**src/rtl/fp_pkg.sv**
```systemverilog
// ============================================================================
//  Module      : fp_pkg
//  Description : Shared constants and types for the float-to-integer converter.
//                It provides:
//                  - IEEE-754 single-precision bias and all-ones exponent.
//                  - Signed 32-bit integer limits.
//                  - The converter state encoding.
//                  - The unpacked-float record.
//  Config      : none (FP2INT_ROUND_NEAREST_EN is consumed by fp2int_round_sat)
//  Revision    : 1.0 - initial release
// ============================================================================
`default_nettype none

package fp_pkg;

    // Exponent bias for an 8-bit exponent: 2^(8-1)-1
    localparam int BIAS    = 127;
    // All-ones exponent marks Inf/NaN
    localparam int EXP_MAX = 255;

    // Two's-complement limits of the 32-bit integer result
    localparam logic [31:0] INT_MAX = 32'h7FFF_FFFF;
    localparam logic [31:0] INT_MIN = 32'h8000_0000;

    // Converter control states
    typedef enum logic [1:0] {
        IDLE  = 2'd0,
        SHIFT = 2'd1,
        ROUND = 2'd2,
        HOLD  = 2'd3
    } state_t;

    // Field view of a single-precision operand (MSB first)
    typedef struct packed {
        logic        sign;
        logic [7:0]  exponent;
        logic [22:0] mantissa;
    } fp_unpacked_t;

endpackage : fp_pkg

`default_nettype wire

```
**src/rtl/fp2int_round_sat.sv**
```systemverilog
// ============================================================================
//  Module      : fp2int_round_sat
//  Description : Combinational back end of the float-to-integer converter.
//                It takes the de-normalized magnitude with its guard/sticky
//                bits and produces the final two's-complement result, in order:
//                  - optional round-to-nearest-even,
//                  - negation,
//                  - saturation,
//                  - overflow/invalid/inexact flags.
//  Ports       : i_sign       operand sign
//                i_mag        unsigned integer magnitude before rounding
//                i_guard      first discarded fraction bit
//                i_sticky     OR of all remaining discarded fraction bits
//                i_force_ovf  operand is Inf or |value| >= 2^31
//                i_force_inv  operand is NaN
//                o_result     two's-complement integer result
//                o_overflow   result saturated
//                o_invalid    NaN operand
//                o_inexact    nonzero fraction discarded
//  Config      : FP2INT_ROUND_NEAREST_EN - when defined, round to nearest
//                even; otherwise truncate toward zero.
//  Revision    : 1.0 - initial release
// ============================================================================
`default_nettype none

module fp2int_round_sat
    import fp_pkg::*;
#(
    parameter int INT_WIDTH = 32
) (
    input  logic                 i_sign,
    input  logic [INT_WIDTH-1:0] i_mag,
    input  logic                 i_guard,
    input  logic                 i_sticky,
    input  logic                 i_force_ovf,
    input  logic                 i_force_inv,
    output logic [INT_WIDTH-1:0] o_result,
    output logic                 o_overflow,
    output logic                 o_invalid,
    output logic                 o_inexact
);

    localparam int c_ext_w = INT_WIDTH + 1;

    localparam logic [INT_WIDTH-1:0] c_int_max = INT_WIDTH'(INT_MAX);
    localparam logic [INT_WIDTH-1:0] c_int_min = INT_WIDTH'(INT_MIN);

    // Largest representable magnitudes: 2^31-1 for positive, 2^31 for negative
    localparam logic [INT_WIDTH:0] c_pos_lim = {1'b0, c_int_max};
    localparam logic [INT_WIDTH:0] c_neg_lim = {1'b0, c_int_min};

    logic                 w_round_up;
    logic [INT_WIDTH:0]   w_mag_rnd;
    logic [INT_WIDTH-1:0] w_mag_lo;
    logic [INT_WIDTH-1:0] w_neg;
    logic                 w_too_big;

`ifdef FP2INT_ROUND_NEAREST_EN
    // Round half to even: bump when above half, or exactly half with odd LSB
    assign w_round_up = i_guard & (i_sticky | i_mag[0]);
`else
    // Truncate toward zero; guard/sticky only report inexactness
    assign w_round_up = 1'b0;
`endif

    // One extra bit so a carry out of the rounding increment is visible
    assign w_mag_rnd = {1'b0, i_mag} + c_ext_w'(w_round_up);
    assign w_mag_lo  = w_mag_rnd[INT_WIDTH-1:0];
    assign w_neg     = '0 - w_mag_lo;

    // Negative side may reach 2^31 exactly (INT_MIN), positive side may not
    assign w_too_big = i_sign ? (w_mag_rnd > c_neg_lim) : (w_mag_rnd > c_pos_lim);

    always_comb begin
        o_result   = '0;
        o_overflow = 1'b0;
        o_invalid  = 1'b0;
        o_inexact  = 1'b0;
        if (i_force_inv) begin
            o_result  = c_int_min;
            o_invalid = 1'b1;
        end else if (i_force_ovf || w_too_big) begin
            o_result   = i_sign ? c_int_min : c_int_max;
            o_overflow = 1'b1;
        end else begin
            o_result  = i_sign ? w_neg : w_mag_lo;
            o_inexact = i_guard | i_sticky;
        end
    end

endmodule : fp2int_round_sat

`default_nettype wire

```
**src/rtl/float_to_int_converter.sv**
```systemverilog
// ============================================================================
//  Module      : float_to_int_converter
//  Description : Multi-cycle IEEE-754 single-precision to signed 32-bit
//                integer converter with valid/ready handshakes on both sides.
//                Flow of a conversion:
//                  - The operand is decoded at accept time.
//                  - The significand is de-normalized one bit per cycle.
//                  - The result is rounded/saturated by fp2int_round_sat.
//                  - The result is held until the consumer takes it.
//                Latency, counting the accept cycle as cycle 1, is N+2
//                cycles, where N is the number of 1-bit shifts.
//  Ports       : clk_in        clock, rising edge
//                rst_n_in      asynchronous active-low reset
//                valid_in      upstream presents floating_in
//                ready_out     converter can accept (IDLE only)
//                floating_in   single-precision operand
//                integer_out   two's-complement result
//                valid_out     result and flags valid
//                ready_in      downstream accepts the result
//                overflow_out  result saturated
//                invalid_out   NaN operand
//                inexact_out   nonzero fraction discarded
//  Config      : FP2INT_ROUND_NEAREST_EN - round to nearest even instead of
//                truncating (handled in fp2int_round_sat).
//  Notes       : Parameters are expected at their single-precision / 32-bit
//                defaults; the operand layout follows fp_pkg::fp_unpacked_t.
//  Revision    : 1.0 - initial release
// ============================================================================
`default_nettype none

module float_to_int_converter
    import fp_pkg::*;
#(
    parameter int DATA_WIDTH = 32,
    parameter int MENT_WIDTH = 23,
    parameter int EXPO_WIDTH = 8,
    parameter int INT_WIDTH  = 32
) (
    input  logic                  clk_in,
    input  logic                  rst_n_in,
    input  logic                  valid_in,
    output logic                  ready_out,
    input  logic [DATA_WIDTH-1:0] floating_in,
    output logic [INT_WIDTH-1:0]  integer_out,
    output logic                  valid_out,
    input  logic                  ready_in,
    output logic                  overflow_out,
    output logic                  invalid_out,
    output logic                  inexact_out
);

    // Shift counter must hold up to MENT_WIDTH (value 1.0 shifts right 23 times)
    localparam int c_cnt_w = $clog2(MENT_WIDTH + 1);

    // Biased exponent thresholds that select the conversion path
    localparam logic [EXPO_WIDTH-1:0] c_exp_max  = EXPO_WIDTH'(EXP_MAX);
    localparam logic [EXPO_WIDTH-1:0] c_exp_sat  = EXPO_WIDTH'(BIAS + INT_WIDTH - 1);
    localparam logic [EXPO_WIDTH-1:0] c_exp_left = EXPO_WIDTH'(BIAS + MENT_WIDTH);
    localparam logic [EXPO_WIDTH-1:0] c_exp_one  = EXPO_WIDTH'(BIAS);
    localparam logic [EXPO_WIDTH-1:0] c_exp_half = EXPO_WIDTH'(BIAS - 1);

    localparam logic [INT_WIDTH-1:0]  c_min_mag  = INT_WIDTH'(INT_MIN);
    localparam logic [c_cnt_w-1:0]    c_cnt_one  = c_cnt_w'(1);

    // ------------------------------------------------------------------
    // Operand decode (evaluated every cycle, captured on accept)
    // ------------------------------------------------------------------
    fp_unpacked_t          w_in;
    logic [MENT_WIDTH:0]   w_sig;
    logic [INT_WIDTH-1:0]  w_mag_init;
    logic                  w_guard_init;
    logic                  w_sticky_init;
    logic                  w_left;
    logic [c_cnt_w-1:0]    w_cnt_init;
    logic                  w_force_ovf;
    logic                  w_force_inv;
    logic                  w_accept;

    assign w_in     = fp_unpacked_t'(floating_in);
    assign w_sig    = {1'b1, w_in.mantissa};
    assign w_accept = valid_in && ready_out;

    always_comb begin
        w_mag_init    = '0;
        w_guard_init  = 1'b0;
        w_sticky_init = 1'b0;
        w_left        = 1'b0;
        w_cnt_init    = '0;
        w_force_ovf   = 1'b0;
        w_force_inv   = 1'b0;
        if (w_in.exponent == c_exp_max) begin
            // NaN is invalid; Inf saturates
            if (w_in.mantissa != '0) begin
                w_force_inv = 1'b1;
            end else begin
                w_force_ovf = 1'b1;
            end
        end else if (w_in.exponent >= c_exp_sat) begin
            // |value| >= 2^31: only exactly -2^31 is representable
            if (w_in.sign && (w_in.exponent == c_exp_sat) && (w_in.mantissa == '0)) begin
                w_mag_init = c_min_mag;
            end else begin
                w_force_ovf = 1'b1;
            end
        end else if (w_in.exponent >= c_exp_left) begin
            // e in 23..30: integer needs left shifting, no fraction bits
            w_left     = 1'b1;
            w_mag_init = INT_WIDTH'(w_sig);
            w_cnt_init = c_cnt_w'(w_in.exponent - c_exp_left);
        end else if (w_in.exponent >= c_exp_one) begin
            // e in 0..22: shift fraction bits out into guard/sticky
            w_mag_init = INT_WIDTH'(w_sig);
            w_cnt_init = c_cnt_w'(c_exp_left - w_in.exponent);
        end else if (w_in.exponent == c_exp_half) begin
            // e = -1: the hidden one is the guard bit
            w_guard_init  = 1'b1;
            w_sticky_init = (w_in.mantissa != '0);
        end else if (w_in.exponent == '0) begin
            // Zero or denormal: magnitude well below one half
            w_sticky_init = (w_in.mantissa != '0);
        end else begin
            // e < -1: nonzero but below one half
            w_sticky_init = 1'b1;
        end
    end

    // ------------------------------------------------------------------
    // Working registers
    // ------------------------------------------------------------------
    state_t               r_state;
    logic                 r_sign;
    logic [INT_WIDTH-1:0] r_mag;
    logic                 r_guard;
    logic                 r_sticky;
    logic                 r_left;
    logic [c_cnt_w-1:0]   r_cnt;
    logic                 r_force_ovf;
    logic                 r_force_inv;

    logic                 r_ready;
    logic                 r_valid;
    logic [INT_WIDTH-1:0] r_integer;
    logic                 r_overflow;
    logic                 r_invalid;
    logic                 r_inexact;

    // ------------------------------------------------------------------
    // Round / negate / saturate
    // ------------------------------------------------------------------
    logic [INT_WIDTH-1:0] w_rs_result;
    logic                 w_rs_overflow;
    logic                 w_rs_invalid;
    logic                 w_rs_inexact;

    fp2int_round_sat #(
        .INT_WIDTH (INT_WIDTH)
    ) u_round_sat (
        .i_sign      (r_sign),
        .i_mag       (r_mag),
        .i_guard     (r_guard),
        .i_sticky    (r_sticky),
        .i_force_ovf (r_force_ovf),
        .i_force_inv (r_force_inv),
        .o_result    (w_rs_result),
        .o_overflow  (w_rs_overflow),
        .o_invalid   (w_rs_invalid),
        .o_inexact   (w_rs_inexact)
    );

    // ------------------------------------------------------------------
    // Control FSM with shifter and registered outputs
    // ------------------------------------------------------------------
    always_ff @(posedge clk_in or negedge rst_n_in) begin
        if (!rst_n_in) begin
            r_state     <= IDLE;
            r_sign      <= 1'b0;
            r_mag       <= '0;
            r_guard     <= 1'b0;
            r_sticky    <= 1'b0;
            r_left      <= 1'b0;
            r_cnt       <= '0;
            r_force_ovf <= 1'b0;
            r_force_inv <= 1'b0;
            r_ready     <= 1'b1;
            r_valid     <= 1'b0;
            r_integer   <= '0;
            r_overflow  <= 1'b0;
            r_invalid   <= 1'b0;
            r_inexact   <= 1'b0;
        end else begin
            case (r_state)
                IDLE: begin
                    if (w_accept) begin
                        r_sign      <= w_in.sign;
                        r_mag       <= w_mag_init;
                        r_guard     <= w_guard_init;
                        r_sticky    <= w_sticky_init;
                        r_left      <= w_left;
                        r_cnt       <= w_cnt_init;
                        r_force_ovf <= w_force_ovf;
                        r_force_inv <= w_force_inv;
                        r_ready     <= 1'b0;
                        r_state     <= (w_cnt_init == '0) ? ROUND : SHIFT;
                    end
                end

                SHIFT: begin
                    if (r_left) begin
                        r_mag <= r_mag << 1;
                    end else begin
                        // The bit leaving the integer becomes guard; the old
                        // guard is folded into sticky.
                        r_mag    <= r_mag >> 1;
                        r_guard  <= r_mag[0];
                        r_sticky <= r_sticky | r_guard;
                    end
                    r_cnt <= r_cnt - 1'b1;
                    if (r_cnt == c_cnt_one) begin
                        r_state <= ROUND;
                    end
                end

                ROUND: begin
                    r_integer  <= w_rs_result;
                    r_overflow <= w_rs_overflow;
                    r_invalid  <= w_rs_invalid;
                    r_inexact  <= w_rs_inexact;
                    r_valid    <= 1'b1;
                    r_state    <= HOLD;
                end

                HOLD: begin
                    if (ready_in) begin
                        r_valid <= 1'b0;
                        r_ready <= 1'b1;
                        r_state <= IDLE;
                    end
                end

                default: begin
                    r_valid <= 1'b0;
                    r_ready <= 1'b1;
                    r_state <= IDLE;
                end
            endcase
        end
    end

    assign ready_out    = r_ready;
    assign valid_out    = r_valid;
    assign integer_out  = r_integer;
    assign overflow_out = r_overflow;
    assign invalid_out  = r_invalid;
    assign inexact_out  = r_inexact;

endmodule : float_to_int_converter

`default_nettype wire

```
**config.mk**
```make
export PLATFORM = sky130hd
export DESIGN_NAME = float_to_int_converter
export DESIGN_NICKNAME = d
export VERILOG_FILES = /design/src/rtl/fp_pkg.sv /design/src/rtl/fp2int_round_sat.sv /design/src/rtl/float_to_int_converter.sv
export SDC_FILE = /design/constraint.sdc
export NUM_CORES = 1
export LEC_CHECK = 0
export ABC_CLOCK_PERIOD_IN_PS = 3300
export BUFFER_PORTS_ARGS = -buffer_cell sky130_fd_sc_hd__buf_4
export CAP_MARGIN = 20
export CELL_PAD_IN_SITES_DETAIL_PLACEMENT = 1
export CELL_PAD_IN_SITES_GLOBAL_PLACEMENT = 2
export CORE_MARGIN = 2
export CORE_UTILIZATION = 38
export CTS_CLUSTER_DIAMETER = 200
export DETAILED_ROUTE_END_ITERATION = 10
export PLACE_DENSITY = 0.83
export SYNTH_ARGS = -nofsm -noshare
export SYNTH_HDL_FRONTEND = slang
export SYNTH_SLANG_ARGS = --single-unit
```
**constraint.sdc**
```tcl
create_clock -name clk_in -period 3.3 [get_ports clk_in]
set_input_delay 0 -clock clk_in [delete_from_list [all_inputs] [get_ports clk_in]]
set_output_delay 0 -clock clk_in [all_outputs]
set_load 0.02 [all_outputs]
```
==> results.yml <==
critical_path:
  cp-end-kind: "flop"
  slowest_stage: "or4_4"
  crit_family: "simple AND/OR/NAND/NOR gates"
  cp_cell_sequence: "or4_4 -> nor3_4 -> nand4b_4 -> o22a_1 -> nand2b_4 -> o221ai_1"
  critPathArrivalTime_ps: 2760
  path_class: "flop to flop"
  reg2reg_slack_ps: 730
  max_stage_delay_ps: 590
  cp.required_ps: 3490
  worstPathMaxFanout: 17
  startpoint_type: "flop"
  cp_num_buf_inv: 0
route:
  vias_per_cell: 5.59
  ant_nets: 0
  drc: 0
  wl_um: 15800
  vias: 4767
  wire_per_inst_um: 18.6
  dr.pass1.iters: 4
  drt_iter0_markers: 281
run:
  cap_violations: 0
logic_synthesis:
  yosys.area_share.simple: 0.158
  synth-compound-area-share: 0.240
  async_reset_ff_frac: 1.00
  yosys_warnings: 0
  postSynthCellCount: 594
  netlist_area_um2: 5270
  synth_xor_area_frac: 0.0499
  synth_flop_cell: "dfrtp_1"
  synth_area_leaders: "dfrtp_1, a21oi_1, nor2_1"
  yosysSeqAreaShare: 0.390
  syn_nets: 644
  synth_top_family_by_area: "compound AO/OA/AOI/OAI gates"
  synth_top_cell_area_share: 0.385
  synth_edf_count: 0
  ys_seq_elements: 82
  synthMuxAreaShare: 0.0618
  synth.largest_area_cell: "dfrtp_1"
  postSynthAreaPerCell_um2: 8.87
  synth.distinct_cells: 61
  synth_fa_ha_area_frac: 0.0333
sta:
  slew_viol_final: 0
  tightest_slew_ps: 893
  finalCriticalPeriod_ps: 2570
  worst_hold_slack_ps: 10.1
  grt_setup_unrepaired: "no"
  setup_tns_ps: 0
  finalHoldViolations: 0
  max_slew_margin: 0.405
  fin_crit_sh: 0.778
  fin_skew_ps: 7.31
  finalSetupViolCount: 0
  max_clock_freq_ghz: 0.390
clock_tree:
  cts_resized: 0
  cts_tree: "yes"
  clkSinkCount: 82
  holdBufCountCts: 23
  cts_post_setup_buffers_inserted: 0
  cts_made_buffers: 9
  path_clk_slew_ps: 60
  worstSkewPairLatency_ps: 350
  ctsRootBufferMaster: "clkbuf_16"
  cts-htree-levels: 3
  clk_path_buf_depth: 2
pwr:
  irDropWorstVdd_uv: 398
  p_sw_frac: 0.462
  total_power_mw: 6.68
  combPwrFrac: 0.533
  p_seq_frac: 0.313
  p_clk_frac: 0.154
  leakagePower_nw: 2.78
  p_sw_mw: 3.09
  powerDensity_nw_per_um2: 1030
  p_int_mw: 3.59
layout:
  layout_commonest_cell: "dfrtp_1"
  post-route-util: 0.474
  antennaDiodeCount: 0
  finish.net_count: 718
  mostFrequentLayoutCells: "dfrtp_1, buf_4, nor2_1, a21oi_1, inv_1"
  drive_gt1_frac: 0.183
  multiInputGateArea_um2: 2880
  n_fill_cell: 1598
  syn_to_final_growth_pct: 23.4
  fin_cells: 853
  regArea_um2: 2050
floorplan:
  die_w_um: 122
  rows: 43
  pin_count: 73
  die_h_um: 122
  core_um2: 13700
  dieArea_um2: 14800
  start_util: 0.384
placement:
  globalplace.congestion: 0.905
  place_inst: 813
  port_buffers: 72
  dp.final_hpwl_um: 11300
run_status:
  status: "completed"
global_routing:
  grt_pass1_vias: 4780
  grt_max_degree: 83
  overflow: 0
  antenna_found_initial: 0
  track_usage: 0.222
  grt_pass1_wl_um: 25500
hold_path:
  holdCritPathClass: "input port to flop"
==> metrics by stage <==
step	worst slack [ps]	cell area, µm²
6_report	733	6500
5_1_grt	573	6500
4_1_cts	729	6470
3_5_place_dp	745	5940
3_3_place_gp	848	5940
2_1_floorplan	1080	5270
==> worst paths after layout <==
check | cells after the start | endpoint | start
worst max-delay path | 6 | integer_out[18] | r_mag[12]
max in group asynchronous | 3 | ready_out | rst_n_in
worst min-delay path | 3 | r_mag[18] | floating_in[18]
worst max register to register | 6 | integer_out[18] | r_mag[12]
min in group asynchronous | 2 | integer_out[24] | rst_n_in
worst min register to register | 1 | r_sticky | r_sticky
==> tightest hold or removal path, cell delays in order <==
cell,delay (ps)
buf_4,100
a21oi_1,60
a21oi_1,140
==> metal layers <==
layer,routed length [µm],global-route usage,vias to the layer above
met5,0,0,-
met4,274,0.0783,0
met3,659,0.0370,19
met2,7620,0.360,91
met1,7270,0.301,2367
li1,-,-,2290
==> Yosys cell counts, types with 3 or more instances <==
cell,instances
nand2b_1,5
xnor2_1,12
clkbuf_1,28
inv_1,48
o41ai_1,5
nand2_1,25
o221ai_2,10
o2bb2ai_1,4
nor2_1,75
o22a_1,3
a211oi_1,3
nor3_1,8
o211ai_1,3
o31ai_1,18
o21ai_0,24
or2_2,3
a21o_1,4
dfrtp_1,81
a31oi_1,5
or4_1,4
mux2i_1,28
xor2_1,18
or3_1,7
nor4_1,7
a21boi_0,3
a21oi_1,57
a221oi_1,3
buf_1,5
nand3_1,14
o221ai_1,7
and3_1,3
o22ai_1,16
buf_2,5
mux2_2,4
ha_1,14
nor2b_1,4
==> state kept, by name, summed over array words and instances (netlist names), 2 cells and up <==
name and cells:
r_mag 32, r_cnt 5, integer_out 32, r_state 2
==> kinds of logic after synthesis <==
family                     after synthesis
AOI/OAI and AO/OA                      181
xor gates and xnor gates                30
DFF                                     82
buffers and inverters                   88
adders and majority gates               14
and+or+nand+nor                        167
muxes                                   32
==> layout make-up <==
| class | instances | area share |
|---|---|---|
| Multi-Input combinational cell | 424 | 0.443 |
| Sequential cell | 82 | 0.316 |
| Timing Repair Buffer | 103 | 0.133 |
| Clock buffer | 14 | 0.0406 |
| Tap cell | 180 | 0.0347 |
| Inverter | 48 | 0.0277 |
| Clock inverter | 2 | 0.00539 |
==> power groups by stage <==
stage | Clock (mW) | Combinational, mW | Sequential (mW)
6_report | 1.03 | 3.56 | 2.09
5_1_grt | 1.10 | 3.95 | 2.17
4_1_cts | 1.05 | 3.58 | 2.08
3_5_place_dp | 0 | 3.53 | 2.10
3_3_place_gp | 0 | 3.44 | 2.05
2_1_floorplan | 0 | 2.32 | 2.15
No activity file was read; power rests on OpenSTA's default activity.
